`config.mk`:
```
export PLATFORM = sky130hd
export DESIGN_NAME = tape_ram_arb
export DESIGN_NICKNAME = d
export VERILOG_FILES = /design/src/rtl/tape_ram_arb.sv
export SDC_FILE = /design/constraint.sdc
export NUM_CORES = 1
export LEC_CHECK = 0
export ABC_AREA = 1
export CELL_PAD_IN_SITES_DETAIL_PLACEMENT = 1
export CELL_PAD_IN_SITES_GLOBAL_PLACEMENT = 2
export CORE_MARGIN = 2
export CORE_UTILIZATION = 34
export DETAILED_ROUTE_END_ITERATION = 10
export DONT_BUFFER_PORTS = 1
export GPL_TIMING_DRIVEN = 0
export PLACE_DENSITY = 0.8
export SYNTH_ARGS = -nofsm -noshare
export SYNTH_HDL_FRONTEND = slang
export SYNTH_SLANG_ARGS = --single-unit
```
`constraint.sdc`:
```
create_clock -name clk -period 1.7 [get_ports clk]
set_clock_uncertainty 0.2 [all_clocks]
set_input_delay 0.085 -clock clk [delete_from_list [all_inputs] [get_ports clk]]
set_output_delay 0.085 -clock clk [all_outputs]
set_load 0.05 [all_outputs]
```
`src/rtl/tape_ram_arb.sv`:
```
// Arbitrates a byte-wide RAM port between a loader (writes) and a tape reader (reads).
// Each requester owns a single pending slot; the loader wins whenever both are pending.
module tape_ram_arb #(
  parameter int ADDR_W     = 25,
  parameter int RD_TIMEOUT = 1023
) (
  input  logic              clk,
  input  logic              reset_n,
  input  logic              dl_active,
  input  logic              ld_wr,
  input  logic [ADDR_W-1:0] ld_addr,
  input  logic [7:0]        ld_data,
  output logic              ld_wait,
  input  logic              tp_rd,
  input  logic [ADDR_W-1:0] tp_addr,
  output logic [7:0]        tp_data,
  output logic              tp_valid,
  output logic              ready,
  output logic              err,
  input  logic              mem_busy,
  output logic [ADDR_W-1:0] mem_addr,
  output logic [7:0]        mem_din,
  output logic              mem_we,
  output logic              mem_rd,
  input  logic [7:0]        mem_dout,
  input  logic              mem_dout_ready
);

  localparam int CNT_W = (RD_TIMEOUT > 0) ? $clog2(RD_TIMEOUT + 1) : 1;
  localparam logic [CNT_W-1:0] CNT_MAX  = '1;
  localparam logic [CNT_W-1:0] CNT_ONE  = CNT_W'(1);
  localparam logic [CNT_W-1:0] CNT_LAST = (RD_TIMEOUT > 0) ? CNT_W'(RD_TIMEOUT - 1) : '0;

  localparam logic [1:0] IDLE    = 2'd0;
  localparam logic [1:0] WR_CMD  = 2'd1;
  localparam logic [1:0] RD_CMD  = 2'd2;
  localparam logic [1:0] RD_WAIT = 2'd3;

  logic [1:0]        state;
  logic [1:0]        state_nxt;
  logic [CNT_W-1:0]  cnt;
  logic              ld_pend;
  logic [ADDR_W-1:0] ld_addr_q;
  logic [7:0]        ld_data_q;
  logic              tp_pend;
  logic [ADDR_W-1:0] tp_addr_q;

  logic wr_accept;
  logic rd_accept;
  logic rd_done;
  logic rd_timeout;
  logic ld_drop;
  logic tp_drop;

  // A tape read in RD_WAIT is still in flight even though its slot was already freed.
  assign ld_drop = ld_wr & ld_pend;
  assign tp_drop = tp_rd & (tp_pend | (state == RD_WAIT));

  always_comb begin
    state_nxt  = state;
    wr_accept  = 1'b0;
    rd_accept  = 1'b0;
    rd_done    = 1'b0;
    rd_timeout = 1'b0;
    case (state)
      IDLE: begin
        if (ld_pend) begin
          state_nxt = WR_CMD;
        end else if (tp_pend && !dl_active) begin
          state_nxt = RD_CMD;
        end
      end
      WR_CMD: begin
        if (!mem_busy) begin
          wr_accept = 1'b1;
          state_nxt = IDLE;
        end
      end
      RD_CMD: begin
        if (!mem_busy) begin
          rd_accept = 1'b1;
          state_nxt = RD_WAIT;
        end
      end
      RD_WAIT: begin
        if (mem_dout_ready) begin
          rd_done   = 1'b1;
          state_nxt = IDLE;
        end else if ((RD_TIMEOUT != 0) && (cnt == CNT_LAST)) begin
          rd_timeout = 1'b1;
          state_nxt  = IDLE;
        end
      end
      default: state_nxt = IDLE;
    endcase
  end

  always_ff @(posedge clk or negedge reset_n) begin
    if (!reset_n) begin
      state <= IDLE;
      cnt   <= '0;
    end else begin
      state <= state_nxt;
      if (rd_accept) begin
        cnt <= '0;
      end else if ((state == RD_WAIT) && (cnt != CNT_MAX)) begin
        cnt <= cnt + CNT_ONE;
      end
    end
  end

  // A strobe that hits an occupied slot is dropped without touching the captured request.
  always_ff @(posedge clk or negedge reset_n) begin
    if (!reset_n) begin
      ld_pend   <= 1'b0;
      ld_addr_q <= '0;
      ld_data_q <= '0;
      tp_pend   <= 1'b0;
      tp_addr_q <= '0;
    end else begin
      if (ld_wr && !ld_pend) begin
        ld_pend   <= 1'b1;
        ld_addr_q <= ld_addr;
        ld_data_q <= ld_data;
      end else if (wr_accept) begin
        ld_pend <= 1'b0;
      end
      if (tp_rd && !tp_drop) begin
        tp_pend   <= 1'b1;
        tp_addr_q <= tp_addr;
      end else if (rd_accept) begin
        tp_pend <= 1'b0;
      end
    end
  end

  always_ff @(posedge clk or negedge reset_n) begin
    if (!reset_n) begin
      tp_data  <= '0;
      tp_valid <= 1'b0;
      err      <= 1'b0;
    end else begin
      tp_valid <= rd_done;
      if (rd_done) begin
        tp_data <= mem_dout;
      end
      if (ld_drop || tp_drop || rd_timeout) begin
        err <= 1'b1;
      end
    end
  end

  // Command outputs come straight from the state and the slot registers, so they hold until accepted.
  always_comb begin
    mem_addr = '0;
    case (state)
      WR_CMD:  mem_addr = ld_addr_q;
      RD_CMD:  mem_addr = tp_addr_q;
      default: mem_addr = '0;
    endcase
  end

  assign mem_we  = (state == WR_CMD);
  assign mem_rd  = (state == RD_CMD);
  assign mem_din = mem_we ? ld_data_q : 8'h00;
  assign ld_wait = ld_pend;
  assign ready   = (state == IDLE) && !ld_pend && !tp_pend;

endmodule
```
==> summary.txt <==
Pwr
  • Pwr/cell area: roughly 2000 nW/um2
  • Lkg Pwr: ~0.0027 uW
  • Peak supply drop: 0.980 mV
  • Tot Pwr: 12,700 uW

Logic synthesis
  • Fraction of synthesized area in multiplexers: 0.183
  • Post-Synth Adder-Cell Area: 0.0190
  • Post-synthesis simple-gate area fraction: 0.164
  • Part of the Yosys area used for sequential elements: 0.519
  • Post-Synthesis Cells: approximately 400
  • Synth Flop Type: dfrtp_1
  • XOR/XNOR Fraction of Synth Area: 0.00665
  • Most area-hungry cell type in the Yosys netlist: dfrtp_1
  • Post-synth top area share: 0.519
  • Post-synth EDFFs: 0
  • Largest family of logic cells by synthesized area: multiplexers
  • Seq cells post-synth: about 80
  • Synth Area in Compound Gates: 0.0532
  • Syn avg cell area: approximately 10 um2
  • Synth Cell Area: slightly below 4000 um2
  • Syn_nets: approximately 470
  • Ys async rst share: 1.00
  • Count of yosys warnings during synthesis: 0
  • Synth top area cells: dfrtp_1 52%, nand2_1 11%, mux2_2 11%, mux2_4 7.2%, a21oi_1 3.4%
  • Cell variety after synth: 29

Clocking
  • CTS Hold Bufs: approximately 70
  • Clock-pin slew on the worst setup and hold paths: approximately 0.060 ns
  • CTS sink cnt: 82
  • CTS Buf Count: 9
  • CTS tree: yes
  • Clk_lat worst skew: 0.35 ns
  • CTS H-tree lvls: 3
  • Root Driver: clkbuf_16
  • Clk buf depth: 2

Layout
  • Fillers: roughly 1,200
  • Commonest non-fill, non-tap cell in the layout: dfrtp_1
  • Utilization after layout: 0.553
  • Reg area: a little over 2000 um2
  • Area Overhead vs Synth: 59.2%
  • Ant diodes: 0
  • Final #Nets: ~570
  • Non-filler cells, final: roughly 640
  • Share of cells above drive strength 1: 0.465
  • Footprint of the multi-input gates: 2320 um2
  • Commonest cells after routing, fill and taps aside: 79 x dfrtp_1, 71 x dlygate4sd3_1, 70 x nand2_1

STA
  • Fin crit period: 2.23 ns
  • Final Hold Fails: 82
  • Slew @ Worst Pin: 0.490 ns
  • Setup Total Neg Slack: -25.78 ns
  • Worst slew margin: 0.674
  • Highest Clock Rate: ~450 MHz
  • Finish-stage setup viols: 72
  • PnR worst setup slack: -0.530 ns
  • Fin. max-slew vios: 0
  • Final worst-path cycle share: 1.31
  • RSZ-0062 raised after global routing: true
  • Final hold slack: -0.767 ns

Routing
  • Vias: 3,176
  • Vias per inst: just under 5
  • Final ANT Viol Nets: 0
  • DRC: 0
  • Post-Route WL: between 10,000 and 15,000 um
  • Drt pass-1 iters: 4
  • DR iter-0 viols: around 130
  • Mean routed wirelength per cell: 19.6 um

Job
  • Maxcap violations: 0

Setup path
  • Critical Path RT: about 1.4 ns
  • Crit. End Element: primary output
  • Worst reg2reg setup slack: -0.32 ns
  • Arrival time at the worst endpoint: ~2.0 ns
  • R2R Path End: tp_addr_q[8]
  • Setup CP Type: reg -> out
  • Worst Path Max Fanout: 6
  • CP startpoint kind: register
  • Worst reg2reg path depth: 7
  • RR Startpoint: state[1]

Global route
  • Tot GR Track Use: 0.212
  • Vias in the first global route: roughly 3,700
  • Global-route wire length before repair: approximately 20,000 um
  • Largest net degree at the start of global routing: between 80 and 90
  • Antenna violations before repair: 0
  • Grt total ovfl: 0

Placement
  • Final HPWL DP: between 7000 and 8000 um
  • Port buffer count: 0
  • GP Congestion: slightly below 0.8
  • Placed cell count: approximately 530

Die
  • Die Wd: 112 um
  • Core Area: 11,400 um2
  • Die area: ~12,000 um2
  • I/O Pins: 120
  • FP Rows: 39
  • Initial Util: 0.348
  • Die Span Y: between 100 and 150 um

Status
  • Status: complete, but fails checks
  • Failing checks: negative hold slack, negative setup slack

Hold path
  • Tightest Hold Check Type: in -> async
[critical path, stage by stage, from the launching register on]
cell and delay, ns:
dfrtp_2 0.39, buf_6 0.11, buf_6 0.09, ha_4 0.24
buf_12 0.17, buf_6 0.13, nand2_1 0.10, a21oi_4 0.36
[cells by family (layout without fill, tap and decap cells)]
logic type | count (synthesis) | count (layout)
AOI/OAI and AO/OA | 40 | 40
xor gates and xnor gates | 3 | 3
adders and majority gates | 6 | 6
buffers and inverters | 47 | 156
DFF | 82 | 82
muxes | 58 | 58
and+or+nand+nor | 154 | 154
[sequential cells by signal, summed over array words and instances, names as in the netlist]
signal     count
cnt           10
err            1
ld_addr_q     25
ld_data_q      8
ld_wait        1
state          2
tp_addr_q     25
tp_data        8
tp_pend        1
tp_valid       1
[where the power goes]
| part | total [uW] | internal, uW | switching [uW] | leakage, uW |
|---|---|---|---|---|
| Clock | 2120 | 1290 | 825 | 0.000149 |
| Sequential | 4030 | 2860 | 1170 | 0.000984 |
| Combinational | 6600 | 2730 | 3870 | 0.00161 |
| Total | 12700 | 6880 | 5870 | 0.00274 |
[cell usage after synthesis, types with 3 or more instances]
cell      count
buf_2         3
mux2_2       39
buf_4         4
inv_2         5
a21oi_1      27
inv_1        26
dfrtp_1      82
clkbuf_1      5
nand2_1     120
nor2_2        3
nand3_1      11
mux2_4       19
o21ai_1       4
nand4_1       5
ha_1          6
o21ai_0       6
nor2_1        8
[worst max path at each step]
stage / slack, ns / to / start / depth (start not counted)
2_1_floorplan: -0.09 / mem_addr[12] / state[0] / 6
6_report: -0.53 / mem_addr[16] / state[1] / 7
5_1_grt: -0.61 / mem_addr[16] / state[1] / 7
4_1_cts: -0.53 / mem_addr[18] / state[1] / 6
3_5_place_dp: -0.41 / tp_addr_q[8] / state[1] / 5
3_3_place_gp: -0.33 / tp_addr_q[11] / state[0] / 5
[per-stage QoR]
| stage | setup WS (ns) | cell area [um2] |
|---|---|---|
| 6_report | -0.530 | 6290 |
| 5_1_grt | -0.607 | 6290 |
| 4_1_cts | -0.529 | 6090 |
| 3_5_place_dp | -0.406 | 4580 |
| 3_3_place_gp | -0.326 | 4580 |
| 2_1_floorplan | -0.0929 | 4400 |
[per-layer routing]
layer,wire length (um),vias to the layer above,global-route usage
met3,550,21,0.0479
met4,326,0,0.0872
met5,0,-,0
met1,5040,1590,0.245
li1,-,1473,-
met2,6680,92,0.377
[layout make-up]
| cell class | instances | share of cell area |
|---|---|---|
| timing repair buffer | 93 | 0.154 |
| clock buffer | 10 | 0.0364 |
| multi-input combinational | 261 | 0.368 |
| inverter | 33 | 0.0284 |
| sequential | 82 | 0.327 |
| clock inverter | 6 | 0.0141 |
| tap | 143 | 0.0284 |
| buffer | 14 | 0.0439 |
[repair_timing]
item	4_1_cts	5_1_grt
gates resized for setup	83	39
hold endpoints to repair	164	82
pin swaps	28	18
gates cloned	4	0
buffers inserted	9	9
endpoints found under the setup margin	110	111
No activity file was read; power rests on OpenSTA's default activity.
